[config.mk]
export PLATFORM = sky130hd
export DESIGN_NAME = serial_frame_tx
export DESIGN_NICKNAME = d
export VERILOG_FILES = /design/src/rtl/serial_pkg.sv /design/src/rtl/serial_tx_shifter.sv /design/src/rtl/serial_frame_tx.sv
export SDC_FILE = /design/constraint.sdc
export NUM_CORES = 1
export LEC_CHECK = 0
export BUFFER_PORTS_ARGS = -buffer_cell sky130_fd_sc_hd__buf_2
export CORE_ASPECT_RATIO = 0.7
export CORE_MARGIN = 2
export CORE_UTILIZATION = 40
export CTS_CLUSTER_SIZE = 24
export DETAILED_ROUTE_END_ITERATION = 8
export SLEW_MARGIN = 20
export SYNTH_ARGS = -nofsm -noshare
export SYNTH_HDL_FRONTEND = slang
export SYNTH_SLANG_ARGS = --single-unit
[constraint.sdc]
create_clock -name clk -period 1.9 [get_ports clk]
set_input_delay 0.095 -clock clk [delete_from_list [all_inputs] [get_ports clk]]
set_output_delay 0.095 -clock clk [all_outputs]
set_load 0.005 [all_outputs]
[src/rtl/serial_pkg.sv]
// Shared definitions for the port/length/data serial link (transmitter and receiver).
// Latency: n/a (types and constants only).
// Backpressure: n/a.
package serial_pkg;

    localparam int SERIAL_PORT_W = 2;
    localparam int SERIAL_LEN_W  = 4;
    localparam int SERIAL_DATA_W = 2**SERIAL_LEN_W - 1;

    // Line states; PAR is only reachable when the parity bit is built in.
    typedef enum logic [2:0] {
        ST_IDLE  = 3'd0,
        ST_WAIT  = 3'd1,
        ST_START = 3'd2,
        ST_PORT  = 3'd3,
        ST_LEN   = 3'd4,
        ST_DATA  = 3'd5,
        ST_PAR   = 3'd6,
        ST_STOP  = 3'd7
    } state_e;

    typedef struct packed {
        logic [SERIAL_PORT_W-1:0] port;
        logic [SERIAL_LEN_W-1:0]  len;
        logic [SERIAL_DATA_W-1:0] data;
    } frame_t;

endpackage

[src/rtl/serial_tx_shifter.sv]
// Frame shift register (MSB out, shift-left) plus per-field bit down-counter.
// Latency: load/shift/decrement take effect on the next clk edge.
// Backpressure: none; the FSM decides when to load, shift and count.
module serial_tx_shifter #(
    parameter int SR_W  = 21,
    parameter int CNT_W = 4
) (
    input  logic             clk,
    input  logic             rst,
    input  logic             sr_load_i,
    input  logic [SR_W-1:0]  sr_dat_i,
    input  logic             sr_shift_i,
    input  logic             cnt_load_i,
    input  logic [CNT_W-1:0] cnt_dat_i,
    input  logic             cnt_dec_i,
    output logic             sr_msb_o,
    output logic             cnt_zero_o
);

    logic [SR_W-1:0]  sr_q;
    logic [CNT_W-1:0] cnt_q;

    // Shift register: a load replaces the whole frame, otherwise shift one bit toward the MSB.
    always_ff @(posedge clk) begin
        if (rst) begin
            sr_q <= '0;
        end else if (sr_load_i) begin
            sr_q <= sr_dat_i;
        end else if (sr_shift_i) begin
            sr_q <= {sr_q[SR_W-2:0], 1'b0};
        end
    end

    // Bit counter: loaded with (field width - 1), counts down once per sent bit.
    always_ff @(posedge clk) begin
        if (rst) begin
            cnt_q <= '0;
        end else if (cnt_load_i) begin
            cnt_q <= cnt_dat_i;
        end else if (cnt_dec_i) begin
            cnt_q <= cnt_q - CNT_W'(1);
        end
    end

    assign sr_msb_o   = sr_q[SR_W-1];
    assign cnt_zero_o = (cnt_q == '0);

endmodule

[src/rtl/serial_frame_tx.sv]
// Serial frame transmitter: start 0, port, length, N payload bits, [parity], stop 1 on SerOut; SERTX_PARITY_EN adds an even-parity bit.
// Latency: start bit on the second clkEn tick after acceptance; frame is 1+PORT_W+LEN_W+N+1 ticks (+1 with parity).
// Backpressure: InReady only in IDLE; InValid is ignored while a frame is in flight, InReady returns with Done.
module serial_frame_tx
    import serial_pkg::*;
#(
    parameter int PORT_W = SERIAL_PORT_W,
    parameter int LEN_W  = SERIAL_LEN_W
) (
    input  logic                  clk,
    input  logic                  rst,
    input  logic                  clkEn,
    input  logic                  InValid,
    output logic                  InReady,
    input  logic [PORT_W-1:0]     PortIn,
    input  logic [LEN_W-1:0]      LenIn,
    input  logic [2**LEN_W-2:0]   DataIn,
    output logic                  SerOut,
    output logic                  Busy,
    output logic                  Done
);

    localparam int DATA_W = 2**LEN_W - 1;
    localparam int SR_W   = PORT_W + LEN_W + DATA_W;
    localparam int CNT_W  = (LEN_W > PORT_W) ? LEN_W : PORT_W;

    state_e            state_q, state_d;
    logic [LEN_W-1:0]  len_q;
    logic              done_q, done_d;
    logic              accept;
    logic [DATA_W-1:0] data_aligned;
    logic              sr_load, sr_shift, cnt_load, cnt_dec;
    logic [CNT_W-1:0]  cnt_dat;
    logic              sr_msb, cnt_zero;
    state_e            after_payload;

    assign accept = (state_q == ST_IDLE) && InValid;

    // Left-justify the payload so bit N-1 leaves first; unsent upper bits fall off the top.
    always_comb data_aligned = DataIn << (LEN_W'(DATA_W) - LenIn);

`ifdef SERTX_PARITY_EN
    logic parity_q;

    // Even parity over port, length and the sent payload bits, fixed at capture.
    always_ff @(posedge clk) begin
        if (rst) begin
            parity_q <= 1'b0;
        end else if (accept) begin
            parity_q <= ^{PortIn, LenIn, data_aligned};
        end
    end

    assign after_payload = ST_PAR;
`else
    assign after_payload = ST_STOP;
`endif

    serial_tx_shifter #(
        .SR_W  (SR_W),
        .CNT_W (CNT_W)
    ) u_shifter (
        .clk        (clk),
        .rst        (rst),
        .sr_load_i  (sr_load),
        .sr_dat_i   ({PortIn, LenIn, data_aligned}),
        .sr_shift_i (sr_shift),
        .cnt_load_i (cnt_load),
        .cnt_dat_i  (cnt_dat),
        .cnt_dec_i  (cnt_dec),
        .sr_msb_o   (sr_msb),
        .cnt_zero_o (cnt_zero)
    );

    // Next-state and shifter control; everything past IDLE advances on clkEn ticks only.
    always_comb begin
        state_d  = state_q;
        done_d   = 1'b0;
        sr_load  = 1'b0;
        sr_shift = 1'b0;
        cnt_load = 1'b0;
        cnt_dec  = 1'b0;
        cnt_dat  = '0;
        case (state_q)
            ST_IDLE: begin
                if (InValid) begin
                    sr_load = 1'b1;
                    state_d = ST_WAIT;
                end
            end
            ST_WAIT: begin
                if (clkEn) state_d = ST_START;
            end
            ST_START: begin
                if (clkEn) begin
                    state_d  = ST_PORT;
                    cnt_load = 1'b1;
                    cnt_dat  = CNT_W'(PORT_W - 1);
                end
            end
            ST_PORT: begin
                if (clkEn) begin
                    sr_shift = 1'b1;
                    if (cnt_zero) begin
                        state_d  = ST_LEN;
                        cnt_load = 1'b1;
                        cnt_dat  = CNT_W'(LEN_W - 1);
                    end else begin
                        cnt_dec = 1'b1;
                    end
                end
            end
            ST_LEN: begin
                if (clkEn) begin
                    sr_shift = 1'b1;
                    if (cnt_zero) begin
                        if (len_q != '0) begin
                            state_d  = ST_DATA;
                            cnt_load = 1'b1;
                            cnt_dat  = CNT_W'(len_q) - CNT_W'(1);
                        end else begin
                            state_d = after_payload;
                        end
                    end else begin
                        cnt_dec = 1'b1;
                    end
                end
            end
            ST_DATA: begin
                if (clkEn) begin
                    sr_shift = 1'b1;
                    if (cnt_zero) state_d = after_payload;
                    else          cnt_dec = 1'b1;
                end
            end
`ifdef SERTX_PARITY_EN
            ST_PAR: begin
                if (clkEn) state_d = ST_STOP;
            end
`endif
            ST_STOP: begin
                if (clkEn) begin
                    state_d = ST_IDLE;
                    done_d  = 1'b1;
                end
            end
            default: state_d = ST_IDLE;
        endcase
    end

    // State, captured length and the end-of-frame pulse; reset wins over everything.
    always_ff @(posedge clk) begin
        if (rst) begin
            state_q <= ST_IDLE;
            len_q   <= '0;
            done_q  <= 1'b0;
        end else begin
            state_q <= state_d;
            done_q  <= done_d;
            if (accept) len_q <= LenIn;
        end
    end

    // Line level decoded from registered state only.
    always_comb begin
        SerOut = 1'b1;
        case (state_q)
            ST_START: SerOut = 1'b0;
            ST_PORT,
            ST_LEN,
            ST_DATA:  SerOut = sr_msb;
`ifdef SERTX_PARITY_EN
            ST_PAR:   SerOut = parity_q;
`endif
            default:  SerOut = 1'b1;
        endcase
    end

    assign InReady = (state_q == ST_IDLE);
    assign Busy    = (state_q != ST_IDLE);
    assign Done    = done_q;

endmodule
# Yosys cells after proc, flatten, opt, wreduce, memory -nomap -nowiden
# Index checks and enable logic that the tools add are counted.
# totals
ff_bits	33
output_inout_bits	4
elab_cells	73
# classes
n_addsub	3
eq_ne	16
shift	1
mux	37
bitwise_logic	1
reduce_logical	10
# op_table
cell	n
$mux W21	2
$mux W3	10
$pmux W3 S7	1
$mux W4	5
$ne A2 B2 Y1 const B	10
$shl A15 B4 Y15	1
$mux W1	13
$pmux W4 S3	1
$reduce_and A10 Y1	1
$eq A3 B3 Y1 const B	3
$sub A4 B1 Y4 const B	2
$eq A3 B2 Y1 const B	2
$mux W2	3
$logic_not A4 Y1	1
$reduce_bool A2 Y1	2
$reduce_bool A4 Y1	1
$sub A4 B4 Y4 const A	1
$eq A3 B1 Y1 const B	1
$logic_not A3 Y1	1
$pmux W1 S3	1
$reduce_bool A3 Y1	1
$reduce_or A3 Y1	1
$pmux W1 S2	1
$reduce_or A2 Y1	1
2 further kinds	2

# Logic depth before layout (Yosys ltp)
# Gate-level depths: netlist of the first run.
# depth
word_depth	6
depth_mapped	7
ltp_nobuf	6

# Modules after synthesis
# A second synthesis of the first run with hierarchy kept.
# unflattened
cells_unflattened	248
hier_area_um2	2479.9
# modules_own_cells
module	n_inst	cells_each	area_per_inst_um2
serial_tx_shifter	1	118	1295.0
serial_frame_tx	1	130	1184.9

# Worst setup path before layout of the first run
# Ideal clock, no wire load.
# synth_timing
path_type	flip-flop to flip-flop
from	register state_q[0]
to	register u_shifter.sr_q[13]
setup_time_ns	0.095
t_arrival_ns	1.529
required_ns	1.805
setup_slack_ns	0.276
path_stages_with_launch	6
path_buffers	1
period_less_slack_ns	1.624
path_cell_list	dfxtp_1 > buf_6 > nor4b_4 > nand2_2 > or4_1 > o311ai_1
# synth_between
elab_chain_len	4
# synth_rtl
element	line_no	rtl
from (decl)	serial_frame_tx.sv:27	state_e state_q, state_d;
from (signal assigned)	serial_frame_tx.sv:158	state_q <= state_d;
$eq A3 B3 Y1 / $eq A3 B2 Y1 (equally long branches)	serial_frame_tx.sv:84	case (state_q)
$reduce_or A3 Y1 (no line)	n/a	
$mux W1	n/a	
$reduce_bool A2 Y1 (no line)	n/a	
to (signal assigned)	serial_tx_shifter.sv:28	sr_q <= sr_dat_i;
to (signal assigned)	serial_tx_shifter.sv:30	sr_q <= {sr_q[SR_W-2:0], 1'b0};
to (decl)	serial_tx_shifter.sv:20	logic [SR_W-1:0] sr_q;
# Several ways; a longest one is shown, not always the timed one.
# A chain may end at the register's enable or synchronous reset.

# Worst setup path in the final report of the first run
# layout_timing
from	register u_shifter.cnt_q[0]
to	register u_shifter.cnt_q[1]
# layout_between
elab_chain_len	5
# layout_rtl
element	line_no	rtl
from (decl)	serial_tx_shifter.sv:21	logic [CNT_W-1:0] cnt_q;
from (signal assigned)	serial_tx_shifter.sv:39	cnt_q <= cnt_dat_i;
from (signal assigned)	serial_tx_shifter.sv:41	cnt_q <= cnt_q - CNT_W'(1);
$logic_not A4 Y1	serial_tx_shifter.sv:46	assign cnt_zero_o = (cnt_q == '0);
$mux W4, or another cell as far along	serial_frame_tx.sv:116	if (cnt_zero) begin
$mux W4, or another cell as far along	serial_frame_tx.sv:114	if (clkEn) begin
$pmux W4 S3, or another cell as far along	serial_frame_tx.sv:84	
$mux W4 / $reduce_bool A2 Y1 (equally long branches)	n/a	
# Several ways; a longest one is shown, not always the timed one. The select of a mux whose other input is x is not followed.

==> results.py, run 1 <==
metrics = {
    "synth": {
        "yosysUniqueCellTypes": 64,
        "synth_cells": 275,
        "syn_avg_cell_area_um2": 9.26,
        "syn-num-nets": 303,
        "synth_compound_area_frac": 0.245,
        "synth_ff_type": "dfxtp_1",
        "synth_area_leaders": "dfxtp_1, mux4_2, mux2i_1",
        "synth_warnings": 0,
        "synthAdderAreaFrac": 0.0147,
        "muxShareOfSynthArea": 0.195,
        "synth-seq-cells": 33,
        "synth_top_family_by_area": "compound AO/OA/AOI/OAI gates",
        "async_flop_share": 0,
        "seq_area_frac_synth": 0.259,
        "synth_top_cell_by_area": "dfxtp_1",
        "synth_top_area_frac": 0.259,
        "syn_area_um2": 2550,
        "synth_edf_count": 0,
        "synth-simple-area-share": 0.198,
        "synth_xor_xnor_area_share": 0.00688,
    },
    "floorplanning": {
        "die_h_um": 70.8,
        "io_pins": 29,
        "rows": 24,
        "core_region_area_um2": 6190,
        "die_area_um2": 7030,
        "fp.dieW_um": 99.4,
        "initial_utilization": 0.412,
    },
    "flow_run": {
        "drv_cap": 0,
    },
    "critical_path": {
        "cp_max_fo": 6,
        "worstPathRequired_ps": 2080,
        "crit_arrival_ps": 1970,
        "rr_worst_depth": 7,
        "endpoint_kind": "register",
        "cp-start-kind": "register",
        "path_class": "register to register",
    },
    "worst_hold_path": {
        "hold_depth": 3,
        "hold_path.class": "input pin to register",
    },
    "routing": {
        "vias_per_cell": 5.86,
        "routed_wl_um": 5990,
        "wl_per_cell_um": 15.5,
        "drc": 0,
        "vias": 2269,
        "dr.pass1.iters": 5,
        "drt_iter0_drc": 186,
        "ant_nets": 0,
    },
    "pwr": {
        "clock_power_share": 0.127,
        "p_total_mw": 3.89,
        "p_int_mw": 2.25,
        "p_sw_mw": 1.64,
        "leakagePower_nw": 1.15,
        "p_sw_frac": 0.422,
        "ir_worst_vdd_mv": 0.807,
        "seq_power_share": 0.286,
        "pwr_density_cell_nw_per_um2": 1340,
        "power.share.combinational": 0.587,
    },
    "cts": {
        "clock-root-buffer": "clkbuf_8",
        "cts_made_buffers": 5,
        "cts.path.max_buffers": 2,
        "clk_pin_slew_ps": 70,
        "cts_tree": "done",
        "cts_sinks": 33,
        "postCtsHoldBufs": 0,
        "insertion_delay_ps": 270,
        "h-tree-depth": 2,
    },
    "grt": {
        "gr-usage-met2": 0.255,
        "grt_start_max_net_pins": 37,
        "grt_pass1_vias": 2103,
        "grt-ovfl-total": 0,
        "grt-busiest-layer": "met1",
        "antenna_found_initial": 0,
        "met1_usage": 0.277,
        "use_met3": 0.0405,
        "gr-usage-all-layers": 0.178,
        "grt_pass1_wl_um": 10300,
    },
    "sta": {
        "fin_skew_ps": 4.69,
        "max_clock_freq_mhz": 557,
        "period_minus_slack_ps": 1800,
        "tightest_slew_ps": 773,
        "timing.hold.ws_ps": 134,
        "setup_tns_ps": 0,
        "timing_hold_violations_final": 0,
        "finalSetupViolCount": 0,
        "post-route-period-util": 0.946,
        "max_slew_margin": 0.485,
        "rsz0062_at_grt": "false",
        "finalMaxSlewViolations": 0,
    },
    "cells_and_area": {
        "nets": 336,
        "area_growth_pct": 13.8,
        "diodes": 0,
        "fill_cells": 615,
        "final_cell_mix": "dfxtp_1, buf_2, buf_4",
        "mostFrequentLayoutCell": "dfxtp_1",
        "drive_gt1_frac": 0.320,
    },
    "placed_design": {
        "dp_hpwl_um": 4470,
        "gp_congestion": 0.912,
        "io_buffer_count": 28,
    },
    "status": {
        "status": "complete, no violations",
    },
}
-- area by class of cell --
type | instances | area (µm²) | area share
multi-input cells | 203 | 1690 | 0.583
flip-flops and latches | 33 | 661 | 0.228
repair buffers | 52 | 320 | 0.111
well taps | 78 | 97.6 | 0.0337
clock buffers | 8 | 80.1 | 0.0276
inverters | 13 | 48.8 | 0.0168
-- synthesized netlist by cell type, types with 4 or more instances --
library cell and n:
o21ai_0 11, nor2_1 23, nand2_1 18, dfxtp_1 33
a211oi_2 12, buf_6 4, a31oi_1 4, inv_1 12
o21ai_1 5, nand2b_1 4, nor3_1 4, buf_4 4
a221oi_1 5, mux4_2 13, nor2b_1 5, buf_2 10
mux2_2 4, a21oi_1 8, nor4_1 4, clkbuf_1 7
mux2i_1 16
-- worst paths after layout --
check | end | slack (ps) | from
max | u_shifter.cnt_q[1] | 100 | u_shifter.cnt_q[0]
min | u_shifter.sr_q[20] | 130 | PortIn[1]
min reg2reg | u_shifter.sr_q[5] | 470 | u_shifter.sr_q[4]
max reg2reg | u_shifter.cnt_q[1] | 100 | u_shifter.cnt_q[0]
-- what timing repair did --
item | CTS | global route
endpoints found under the setup margin | 0 | 9
setup buffers | 0 | 4
gates resized for setup | 0 | 2
-- stage by stage --
step	util	setup WS (ps)	cells	cell area, µm²
finish	0.468	103	387	2900
global route	0.468	16.3	387	2900
CTS	0.463	56.8	383	2860
detailed placement	0.450	62.6	375	2780
global placement	0.450	78.3	375	2780
floorplan	-	276	275	2550
-- worst max-delay path: stages (launching register included) --
cell and delay (ps):
dfxtp_1 330, inv_1 70, ha_2 210, nor3b_2 150
buf_4 160, o211ai_1 310, o311ai_1 170, a221oi_1 310
-- logic make-up (layout without fill, tap and decap cells) --
kind of cell	count (synthesis)	after routing
flip-flops	33	33
adder cells (fa/ha/maj)	3	3
AND/OR/NAND/NOR	87	87
AO/OA/AOI/OAI	78	78
multiplexers	33	33
buffers and inverters	39	73
XOR/XNOR	2	2
-- layer usage --
layer	part of all wire	vias to the layer above
met5	0	-
met2	0.42	67
met3	0.052	4
li1	-	1115
met1	0.52	1083
met4	0.0035	0
-- power by group through the flow --
stage / Sequential, mW / Clock (mW) / Combinational, mW
final: 1.12 / 0.494 / 2.28
after global routing: 1.15 / 0.533 / 2.54
after CTS: 1.11 / 0.513 / 2.25
after detailed placement: 1.13 / 0 / 2.24
after global placement: 1.12 / 0 / 2.23
after floorplan: 1.11 / 0 / 1.70
-- registers in the layout (all words and copies together), names as in the netlist --
name,flops
len_q,4
u_shifter.cnt_q,4
state_q,3
Done,1
u_shifter.sr_q,21
Note: power is estimated with default switching activity, not from simulation.
==> run 2, diff against run 1 <==
--- a/config.mk
+++ b/config.mk
@@ -6,7 +6,7 @@
 export NUM_CORES = 1
 export LEC_CHECK = 0
 export BUFFER_PORTS_ARGS = -buffer_cell sky130_fd_sc_hd__buf_2
-export CORE_ASPECT_RATIO = 0.7
+export CORE_ASPECT_RATIO = 1.5
 export CORE_MARGIN = 2
 export CORE_UTILIZATION = 40
 export CTS_CLUSTER_SIZE = 24
==> results.py, run 2 (synthesis gave the netlist of run 1 again) <==
metrics = {
    "routing": {
        "routed_wl_um": 6180,
        "ant_nets": 0,
        "drt_iter0_drc": 85,
        "wl_per_cell_um": 16.4,
        "vias_per_cell": 6.06,
        "drc": 0,
        "dr.pass1.iters": 4,
        "vias": 2284,
    },
    "cts": {
        "insertion_delay_ps": 280,
        "clock-root-buffer": "clkbuf_8",
        "cts_tree": "done",
        "cts_made_buffers": 5,
        "h-tree-depth": 2,
        "cts_sinks": 33,
        "clk_pin_slew_ps": 60,
        "cts.path.max_buffers": 2,
    },
    "sta": {
        "rsz0062_at_grt": "false",
        "finalMaxSlewViolations": 0,
        "fin_skew_ps": 1.69,
        "tightest_slew_ps": 785,
        "timing.hold.ws_ps": 128,
        "max_slew_margin": 0.477,
        "timing_hold_violations_final": 0,
        "setup_tns_ps": 0,
        "finalSetupViolCount": 0,
        "period_minus_slack_ps": 1760,
        "max_clock_freq_mhz": 567,
        "post-route-period-util": 0.928,
    },
    "placed_design": {
        "dp_hpwl_um": 4550,
        "gp_congestion": 0.868,
        "io_buffer_count": 28,
    },
    "cells_and_area": {
        "nets": 332,
        "final_cell_mix": "dfxtp_1, buf_2, nor2_1",
        "mostFrequentLayoutCell": "dfxtp_1",
        "largest_reg_flops": 21,
        "regMostFlops": "u_shifter.sr_q",
        "fill_cells": 607,
        "area_growth_pct": 13.5,
        "drive_gt1_frac": 0.317,
        "diodes": 0,
        "reg_top3": "u_shifter.sr_q: 21 flops, len_q: 4 flops, u_shifter.cnt_q: 4 flops",
        "ff_latch_area_um2": 662,
        "multi_input_area_um2": 1700,
    },
    "critical_path": {
        "crit_buf_inv": 2,
        "rr_worst_depth": 7,
        "cp_max_fo": 6,
        "max_stage_delay_ps": 330,
        "worstPathRequired_ps": 2100,
        "crit_arrival_ps": 1960,
        "r2r_end": "u_shifter.cnt_q[2]",
        "cp-start-kind": "register",
        "critPathTopFamily": "simple AND/OR/NAND/NOR gates",
        "path_cells": "inv_1, ha_1, and4bb_2, nand4b_1, buf_4, mux2i_1, o31ai_1",
        "r2r_start": "u_shifter.cnt_q[0]",
        "crit_slowest_cell": "dfxtp_2",
        "path_class": "register to register",
        "r2r_slack_ps": 140,
        "startpoint": "u_shifter.cnt_q[0]",
        "endpoint_kind": "register",
    },
    "floorplanning": {
        "rows": 35,
        "die_area_um2": 7040,
        "die_h_um": 102,
        "core_region_area_um2": 6170,
        "io_pins": 29,
        "initial_utilization": 0.413,
        "fp.dieW_um": 69.2,
    },
    "worst_hold_path": {
        "min_to": "u_shifter.sr_q[20]",
        "hold_path.class": "input pin to register",
        "hp-start": "PortIn[1]",
        "hold_depth": 3,
    },
    "pwr": {
        "p_int_mw": 2.26,
        "ir_worst_vdd_mv": 0.467,
        "seq_power_share": 0.289,
        "power.share.combinational": 0.588,
        "p_sw_mw": 1.68,
        "p_sw_frac": 0.426,
        "pwr_density_cell_nw_per_um2": 1370,
        "clock_power_share": 0.123,
        "leakagePower_nw": 1.15,
    },
    "grt": {
        "grt_start_max_net_pins": 37,
        "grt_pass1_vias": 2164,
        "grt_pass1_wl_um": 10300,
        "grt-ovfl-total": 0,
        "gr-usage-all-layers": 0.180,
        "antenna_found_initial": 0,
    },
    "status": {
        "status": "complete, no violations",
    },
    "flow_run": {
        "drv_cap": 0,
    },
}
-- run 2: worst reg2reg max path, cell delays in order, from the launching register on --
cell and delay, ps:
dfxtp_2 330, inv_1 70, ha_1 220, and4bb_2 290, nand4b_1 220, buf_4 220, mux2i_1 130, o31ai_1 200
-- run 2: repair_timing --
action,CTS,global route
gates resized for setup,0,3
buffers inserted,0,3
hold endpoints to repair,0,0
hold buffers,0,0
endpoints found under the setup margin,0,4
-- run 2: cell type report --
class	count	area share
Clock buffer	5	0.0238
Clock inverter	1	0.00173
Inverter	13	0.0169
Multi-Input combinational cell	203	0.587
Sequential cell	33	0.229
Tap cell	74	0.0320
Timing Repair Buffer	48	0.109
-- run 2: layer usage --
layer,part of all wire,GRT usage,vias up
met5,0,0,-
met1,0.40,0.204,1089
li1,-,-,1100
met3,0.039,0.0239,17
met4,0.037,0.0965,0
met2,0.52,0.327,78
-- run 2: how the worst max path moves through the flow --
stage / end / cells after the start
2_1_floorplan: u_shifter.sr_q[13] / 5
3_3_place_gp: u_shifter.cnt_q[1] / 6
3_5_place_dp: u_shifter.cnt_q[1] / 6
4_1_cts: u_shifter.cnt_q[1] / 6
5_1_grt: u_shifter.cnt_q[2] / 7
6_report: u_shifter.cnt_q[2] / 7
-- run 2: power by group through the flow --
stage	Clock [mW]	Sequential, mW	Combinational [mW]
2_1_floorplan	0	1.11	1.70
3_3_place_gp	0	1.14	2.27
3_5_place_dp	0	1.15	2.27
4_1_cts	0.505	1.13	2.27
5_1_grt	0.528	1.17	2.55
6_report	0.485	1.14	2.32
-- run 2: through the flow --
step	cell area [µm²]	cells	setup WS, ps	total power [mW]	util
2_1_floorplan	2550	275	276	2.81	-
3_3_place_gp	2780	368	176	3.41	0.450
3_5_place_dp	2780	368	114	3.41	0.450
4_1_cts	2860	374	90.6	3.91	0.462
5_1_grt	2890	377	0.644	4.25	0.468
6_report	2890	377	138	3.95	0.468
